===== config.mk =====
export PLATFORM = sky130hd
export DESIGN_NAME = piso_ser
export DESIGN_NICKNAME = d
export VERILOG_FILES = /design/src/rtl/piso_ser.sv
export SDC_FILE = /design/constraint.sdc
export NUM_CORES = 1
export LEC_CHECK = 0
export CORE_MARGIN = 2
export CORE_UTILIZATION = 50
export DETAILED_ROUTE_END_ITERATION = 8
export PLACE_DENSITY = 0.76
export SLEW_MARGIN = 20
export SYNTH_ARGS = -nofsm -noshare
export SYNTH_HDL_FRONTEND = slang
export SYNTH_SLANG_ARGS = --single-unit

===== constraint.sdc =====
create_clock -name clk -period 2 [get_ports clk]
set_input_delay 0.6 -clock clk [delete_from_list [all_inputs] [get_ports clk]]
set_output_delay 0.6 -clock clk [all_outputs]
set_load 0.02 [all_outputs]

===== src/rtl/piso_ser.sv =====
// ============================================================================
// piso_ser : parametrised serializer with serial-clock generation and readback
// Rev 1.0  : initial release
// ============================================================================
`timescale 1ns/1ps
`default_nettype none

module piso_ser #(
   parameter int WIDTH     = 32,
   parameter int CLK_DIV   = 2,
   parameter int MSB_FIRST = 1
) (
   input  logic             clk,
   input  logic             rst,
   input  logic             load,
   input  logic             xmit,
   input  logic [WIDTH-1:0] data_in,
   input  logic             sdi,
   output logic             data_out,
   output logic             clk_out,
   output logic             busy,
   output logic             done,
   output logic [WIDTH-1:0] rb_data
);

   localparam int c_cw    = $clog2(WIDTH + 1);
   localparam int c_pw    = $clog2(CLK_DIV);
   localparam int c_first = (MSB_FIRST != 0) ? WIDTH - 1 : 0;

   localparam logic [1:0] c_idle = 2'd0;
   localparam logic [1:0] c_low  = 2'd1;
   localparam logic [1:0] c_high = 2'd2;
   localparam logic [1:0] c_done = 2'd3;

   localparam logic [c_pw-1:0] c_half_m1 = c_pw'(CLK_DIV / 2 - 1);
   localparam logic [c_cw-1:0] c_last    = c_cw'(WIDTH - 1);

   generate
      if ((CLK_DIV < 2) || ((CLK_DIV % 2) != 0) || (WIDTH < 1)) begin : g_param_check
         $error("piso_ser: CLK_DIV must be even and >= 2, WIDTH >= 1");
      end
   endgenerate

   logic [1:0]       r_state;
   logic [1:0]       w_next;
   logic             r_xmit_q;
   logic             r_armed;
   logic [WIDTH-1:0] r_shadow;
   logic [WIDTH-1:0] r_tx;
   logic [WIDTH-1:0] r_rx;
   logic [WIDTH-1:0] r_rb;
   logic [WIDTH-1:0] w_tx_shift;
   logic [WIDTH-1:0] w_rx_shift;
   logic [WIDTH-1:0] w_word;
   logic [c_cw-1:0]  r_bit;
   logic [c_pw-1:0]  r_phase;
   logic             w_start;
   logic             w_phase_end;
   logic             w_last;

   // Transmit shifts toward the outgoing end; readback enters at the far end so
   // after WIDTH samples each bit sits where its transmitted counterpart came from.
   generate
      for (genvar i = 0; i < WIDTH; i++) begin : g_bit
         if (MSB_FIRST != 0) begin : g_msb
            if (i == 0) begin : g_end
               assign w_tx_shift[i] = 1'b0;
               assign w_rx_shift[i] = sdi;
            end else begin : g_mid
               assign w_tx_shift[i] = r_tx[i-1];
               assign w_rx_shift[i] = r_rx[i-1];
            end
         end else begin : g_lsb
            if (i == WIDTH - 1) begin : g_end
               assign w_tx_shift[i] = 1'b0;
               assign w_rx_shift[i] = sdi;
            end else begin : g_mid
               assign w_tx_shift[i] = r_tx[i+1];
               assign w_rx_shift[i] = r_rx[i+1];
            end
         end
      end
   endgenerate

   // r_armed blocks a start until xmit has been seen low after reset.
   assign w_start     = xmit & ~r_xmit_q & r_armed & (r_state == c_idle);
   assign w_word      = load ? data_in : r_shadow;
   assign w_phase_end = (r_phase == c_half_m1);
   assign w_last      = (r_bit == c_last);
   assign rb_data     = r_rb;

   always_ff @(posedge clk) begin
      if (!rst) begin
         r_state <= c_idle;
      end else begin
         r_state <= w_next;
      end
   end

   always_comb begin
      w_next = r_state;
      case (r_state)
         c_idle:  if (w_start) w_next = c_low;
         c_low:   if (w_phase_end) w_next = c_high;
         c_high:  if (w_phase_end) w_next = w_last ? c_done : c_low;
         default: w_next = c_idle;
      endcase
   end

   always_comb begin
      busy     = (r_state == c_low) || (r_state == c_high);
      clk_out  = (r_state == c_high);
      done     = (r_state == c_done);
      data_out = busy ? r_tx[c_first] : 1'b0;
   end

   always_ff @(posedge clk) begin
      if (!rst) begin
         r_xmit_q <= 1'b0;
         r_armed  <= 1'b0;
         r_shadow <= '0;
         r_tx     <= '0;
         r_rx     <= '0;
         r_rb     <= '0;
         r_bit    <= '0;
         r_phase  <= '0;
      end else begin
         r_xmit_q <= xmit;
         if (!xmit) r_armed <= 1'b1;
         if (load) r_shadow <= data_in;
         case (r_state)
            c_idle: begin
               if (w_start) begin
                  r_tx    <= w_word;
                  r_bit   <= '0;
                  r_phase <= '0;
               end
            end
            c_low: begin
               if (w_phase_end) begin
                  r_phase <= '0;
                  r_rx    <= w_rx_shift;
               end else begin
                  r_phase <= r_phase + c_pw'(1);
               end
            end
            c_high: begin
               if (w_phase_end) begin
                  r_phase <= '0;
                  if (w_last) begin
                     r_rb <= r_rx;
                  end else begin
                     r_bit <= r_bit + c_cw'(1);
                     r_tx  <= w_tx_shift;
                  end
               end else begin
                  r_phase <= r_phase + c_pw'(1);
               end
            end
            default: ;
         endcase
      end
   end

endmodule

`default_nettype wire


==> impl_metrics.py, run 1 <==
metrics = {
    "cells_and_area": {
        "antenna_cells": 0,
        "final_common_cell": "dfxtp_1",
        "regArea_mm2": 0.00276,
        "finalNetCount": 706,
        "final_cell_mix": "137 x dfxtp_1, 99 x nand2_1, 65 x mux2i_1, 58 x clkdlybuf4s50_1, 54 x nor2b_1",
        "multiInputGateArea_mm2": 0.00296,
        "fillCellCount": 868,
        "stdcell_area_mm2": 0.00759,
        "area_delta_synth_final_pct": 28.5,
        "drive_gt1_share_pct": 16.0,
    },
    "timing": {
        "final.setup_skew_ns": 0.00734,
        "finalCriticalPeriod_ns": 1.96,
        "slew_headroom_pct": 55.1,
        "setup_viol": 0,
        "hold_viol_final": 0,
        "fmax_ghz": 0.510,
        "tightest_slew_ns": 0.673,
        "slew_violations": 0,
        "finalCritPeriodShare_pct": 98.1,
        "grt_setup_unrepaired": "false",
    },
    "clocking": {
        "cts.path.max_buffers": 2,
        "cts_tree": "done",
        "hold_buffers": 0,
        "cts_sinks": 138,
        "clk-insertion-delay-late_ns": 0.41,
        "htreeDepth": 4,
        "cts_root_buf": "clkbuf_16",
        "clkSlewWorstSetupHoldPaths_ns": 0.06,
        "cts_buffers": 17,
    },
    "global_routing": {
        "grtUsageTotal_pct": 18.7,
        "grt_max_degree": 78,
        "grt_pass1_vias": 4133,
        "use_met3_pct": 4.82,
        "gr-total-overflow": 0,
        "antenna_found_initial": 0,
        "grt_pass1_wl_mm": 19.4,
        "met2_usage_pct": 30.8,
        "use_met1_pct": 23.1,
        "grt.busiest_layer": "met2",
    },
    "place": {
        "gp_congestion": 0.712,
        "io_buffers": 72,
        "hpwlAfterDp_mm": 7.19,
        "placed_cell_area_mm2": 0.00688,
    },
    "detailed_routing": {
        "drt_first_iter_violations": 217,
        "vias": 4247,
        "drc": 0,
        "ant_nets": 0,
        "drt-pass1-iter-count": 4,
        "viasPerCell": 5.19,
        "wl_mm": 11.4,
        "wl_per_cell_um": 14.0,
    },
    "hold_path": {
        "hp-class": "reg -> reg",
    },
    "run_status": {
        "status": "complete, no violations",
    },
    "pwr": {
        "p_leak_nw": 3.18,
        "peakVddDrop_mv": 0.732,
        "total_power_w": 0.00820,
        "powerDensity_mw_per_mm2": 1080,
    },
    "critical_path": {
        "startpoint_type": "register",
        "required_ns": 1.40,
        "crit_chain": "clkdlybuf4s50_1",
        "crit_arrival_ns": 1.36,
        "critPathKind": "reg -> out",
        "cp-end-kind": "output port",
        "critPathMaxStageDelay_ns": 0.61,
        "cp_max_fo": 2,
        "path_buf_inv": 1,
        "cp_top_family": "buffers and inverters",
        "worst_path_max_delay_cell": "clkdlybuf4s50_1",
    },
    "run": {
        "maxCapViolCount": 0,
    },
    "floorplan": {
        "row_count": 39,
        "ioPinCount": 73,
        "die_h_um": 113,
        "start_util_pct": 51.5,
        "dieWidth_um": 113,
        "dieArea_mm2": 0.0127,
        "core_area_mm2": 0.0115,
    },
    "logic_synthesis": {
        "synth-seq-cells": 138,
        "synth_fp_nets": 632,
        "syn_inst": 589,
        "synth.avg_cell_area_um2": 10.0,
        "synth_xor_area_share_pct": 0,
        "synth_warnings": 0,
        "netlist_area_mm2": 0.00591,
        "synthArstFlopShare_pct": 0,
        "ys.flop_type": "dfxtp_1",
        "synth_cell_types": 38,
        "synthMuxAreaShare_pct": 18.0,
        "synthAdderAreaFrac_pct": 1.27,
        "synth-compound-area-share_pct": 11.5,
        "yosysSeqAreaShare_pct": 46.8,
        "synth_top_family_by_area": "simple AND/OR/NAND/NOR gates",
        "synth_edf_count": 0,
        "yosys.area_share.simple_pct": 18.7,
    },
}
what timing repair did:
item,CTS,global route
pin swaps,0,2
gates cloned,0,1
gates resized for setup,17,17
setup endpoints to repair,12,78
setup buffers,0,2
path summary, 6_finish.rpt:
| kind | from | endpoint | slack (ns) | depth (start not counted) |
|---|---|---|---|---|
| hold reg to reg | r_tx[1]$_SDFFE_PN0P_ | r_tx[1]$_SDFFE_PN0P_ | 0.46 | 2 |
| setup / recovery | rb_data[9]$_SDFFE_PN0P_ | rb_data[9] | 0.04 | 1 |
| setup reg to reg | r_state[0]$_SDFFE_PN0P_ | r_tx[23]$_SDFFE_PN0P_ | 0.10 | 8 |
| hold / removal | r_tx[1]$_SDFFE_PN0P_ | r_tx[1]$_SDFFE_PN0P_ | 0.46 | 2 |
cells in the mapped netlist, types with 3 or more instances:
cell      number  area, um^2
dfxtp_1      138        2760
nand2_1       99         372
mux2i_1       65         651
nor2b_1       54         338
a21boi_0      36         270
and2_1        33         206
clkbuf_1      30         113
o211a_1       22         220
mux2_4        17         255
mux2_2        14         158
buf_2         12        60.1
nand2b_1      11        68.8
o211ai_1      11        82.6
ha_1           6        75.1
nor2_1         4        15.0
inv_1          3        11.3
nand3_1        3        15.0
cells by family after synthesis:
group	count (synthesis)
adders and majority gates	6
DFF	138
buffers and inverters	50
muxes	96
and+or+nand+nor	215
AOI/OAI and AO/OA	84
cell type report:
cell class,count,area share [%]
inverters,4,0.198
multi-input cells,401,39.0
clock inverters,10,1.85
clock buffers,22,6.38
well taps,143,2.36
flip-flops and latches,138,36.4
repair buffers,101,13.8
routing by layer:
metal,part of all wire (%),routed length (um),up-vias
li1,-,-,2143
met1,45,5140,1995
met2,49,5660,88
met3,3.7,419,21
met4,2.0,227,0
met5,0,0,-
report_power, final:
| group | internal [W] | total (W) | switching (W) |
|---|---|---|---|
| Sequential | 0.00299 | 0.00310 | 0.000109 |
| Combinational | 0.00101 | 0.00188 | 0.000871 |
| Clock | 0.00209 | 0.00322 | 0.00113 |
flip-flops by register name, indices dropped and copies added, names as in the netlist:
signal and flops:
r_xmit_q 1, r_rx 32, r_state 2, r_shadow 32, rb_data 32, r_armed 1, r_bit 6, r_tx 32
per-stage QoR:
step,hold slack (ns),cells,worst slack (ns),util [%],TNS [ns]
after global routing,0.477,819,0.000435,66.2,0
after global placement,0.437,784,-0.221,60.0,-6.17
final,0.455,819,0.0384,66.2,0
after floorplan,0.430,589,0.0285,-,0
after detailed placement,0.449,784,-0.257,60.0,-7.29
after CTS,0.459,816,-0.0313,65.5,-0.0761
No activity file was read; power rests on OpenSTA's default activity.
==> inputs of run 2 (changes only) <==
Settings changed: ABC_CLOCK_PERIOD_IN_PS from default to 2000.
==> results of run 2 <==
Same layout as run 1: the final DEF is identical, and so are final timing and power.
==> inputs of run 3 (changes only) <==
Settings changed: CORE_MARGIN 2 to 5, CTS_BUF_LIST from default to sky130_fd_sc_hd__clkbuf_16.
==> run 3 against run 2 <==
  * First-iteration DRC count decreased by 9.7%
  * Clock skew decreased by 0.0023 ns
  * Clock power decreased by 8.4%
  * Core utilization decreased by 1.0 points
  * Worst setup slack got worse by 0.024 ns
  * Maximum frequency decreased by 1.2%
  * Global-route usage decreased by 2.2 points
  * Hold slack got worse by 0.0039 ns
  * Critical path type unchanged
  * Largest power group is now sequential cells
  * Highest routed layer unchanged
==> impl_metrics.py, run 3 (synthesized netlist as in run 1, its figures left out) <==
metrics = {
    "timing": {
        "hold_viol_final": 0,
        "grt_setup_unrepaired": "true",
        "slew_violations": 0,
        "final.setup_skew_ns": 0.00509,
        "tightest_slew_ns": 0.614,
        "hold_ws_ns": 0.451,
        "finalCriticalPeriod_ns": 1.99,
        "setup_tns_ns": 0,
        "setup_viol": 0,
        "fmax_ghz": 0.504,
        "finalCritPeriodShare_pct": 99.3,
        "slew_headroom_pct": 59.1,
    },
    "critical_path": {
        "reg2reg_depth": 9,
        "crit_arrival_ns": 1.39,
        "required_ns": 1.40,
        "cp_top_family": "flip-flops",
        "startpoint_type": "register",
        "worst_path_max_delay_cell": "dfxtp_2",
        "crit_cells": 4,
        "critPathMaxStageDelay_ns": 0.33,
        "critPathKind": "reg -> out",
        "cp_max_fo": 2,
        "cp-end-kind": "output port",
        "path_buf_inv": 2,
        "crit_chain": "inv_1 > ha_1 > and2_4 > buf_6",
    },
    "cells_and_area": {
        "final_common_cell": "dfxtp_1",
        "drive_gt1_share_pct": 14.9,
        "fillCellCount": 895,
        "finalNetCount": 701,
        "antenna_cells": 0,
        "utilization_pct": 65.2,
        "stdcell_area_mm2": 0.00751,
        "area_delta_synth_final_pct": 27.1,
        "final_cell_mix": "136 x dfxtp_1, 99 x nand2_1, 65 x mux2i_1, 54 x nor2b_1, 52 x clkdlybuf4s50_1",
    },
    "clocking": {
        "hold_buffers": 0,
        "clk-insertion-delay-late_ns": 0.41,
        "cts_tree": "done",
        "cts_root_buf": "clkbuf_16",
        "clkSlewWorstSetupHoldPaths_ns": 0.06,
        "cts_sinks": 138,
        "cts.path.max_buffers": 2,
        "cts_buffers": 17,
        "post-cts-setup-buffers": 0,
        "htreeDepth": 4,
    },
    "floorplan": {
        "core_area_mm2": 0.0115,
        "ioPinCount": 73,
        "start_util_pct": 51.3,
        "die_h_um": 119,
        "dieArea_mm2": 0.0141,
        "row_count": 39,
        "dieWidth_um": 119,
    },
    "detailed_routing": {
        "wl_mm": 11.5,
        "wl_per_cell_um": 14.1,
        "drc": 0,
        "drt-pass1-iter-count": 4,
        "ant_nets": 0,
        "drt_first_iter_violations": 196,
        "viasPerCell": 5.18,
        "vias": 4218,
    },
    "hold_path": {
        "hold_path_depth": 2,
        "hp-class": "reg -> reg",
    },
    "place": {
        "io_buffers": 72,
        "hpwlAfterDp_mm": 7.35,
        "placed_cell_area_mm2": 0.00684,
        "gp_congestion": 0.698,
    },
    "run": {
        "maxCapViolCount": 0,
    },
    "global_routing": {
        "grt_pass1_vias": 4156,
        "grtUsageTotal_pct": 16.5,
        "gr-total-overflow": 0,
        "grt_max_degree": 73,
        "grt_pass1_wl_mm": 19.3,
        "antenna_found_initial": 0,
    },
    "pwr": {
        "p_leak_nw": 3.26,
        "powerDensity_mw_per_mm2": 1050,
        "peakVddDrop_mv": 0.610,
    },
    "run_status": {
        "status": "complete, no violations",
    },
}
run 3: cell count changes in the layout (fill, tap and decap cells not counted), moves of 4 or more:
cell,delta
buf_4,-9
buf_6,+4
clkbuf_8,-4
clkdlybuf4s50_1,-6
clkinv_2,+4
dlymetal6s2s_1,+6
run 3: what timing repair did:
action | 4_1_cts | 5_1_grt
gates resized for setup | 20 | 22
cloned | 0 | 2
pin swaps | 2 | 2
endpoints found under the setup margin | 9 | 71
run 3: routing by layer:
metal | vias up | wire length (um) | GRT usage (%) | part of all wire, %
met4 | 0 | 237 | 7.53 | 2.1
li1 | 2141 | - | - | -
met3 | 23 | 486 | 4.68 | 4.2
met5 | - | 0 | 0 | 0
met1 | 1963 | 5130 | 19.6 | 45
met2 | 91 | 5640 | 27.6 | 49
run 3: worst min-delay path, delay by kind of cell (launching register included):
kind             cells  cell delay (ns)
and+or+nand+nor      1             0.05
DFF                  1             0.30
muxes                1             0.05
run 3: metrics by stage:
stage / worst slack (ns) / cells / power [W]
after floorplan: 0.0285 / 589 / 0.00441
after global placement: -0.208 / 780 / 0.00482
after detailed placement: -0.241 / 780 / 0.00488
after CTS: -0.00843 / 812 / 0.00785
after global routing: -0.0743 / 814 / 0.00823
final: 0.0140 / 814 / 0.00788
run 3: final timing paths:
path / from / to / slack (ns)
worst min-delay path: r_tx[5]$_SDFFE_PN0P_ / r_tx[5]$_SDFFE_PN0P_ / 0.45
worst max register to register: r_state[0]$_SDFFE_PN0P_ / r_tx[0]$_SDFFE_PN0P_ / 0.09
worst max-delay path: r_state[1]$_SDFFE_PN0P_ / data_out / 0.01
worst min register to register: r_tx[5]$_SDFFE_PN0P_ / r_tx[5]$_SDFFE_PN0P_ / 0.45
run 3: layout make-up:
class                   count  area (um^2)  share of cell area, %
repair buffers             96         1040                   13.8
clock inverters            15          135                   1.80
clock buffers              17          425                   5.67
well taps                 143          179                   2.38
inverters                   4         15.0                  0.200
flip-flops and latches    138         2770                   36.8
multi-input cells         401         2950                   39.3
run 3: report_power, final:
group          switching (W)  leakage [nW]  internal [W]  total (W)
clock                0.00114         0.282       0.00181    0.00295
sequential          0.000111          1.12       0.00299    0.00310
combinational       0.000850          1.86      0.000981    0.00183
total                0.00210          3.26       0.00578    0.00788
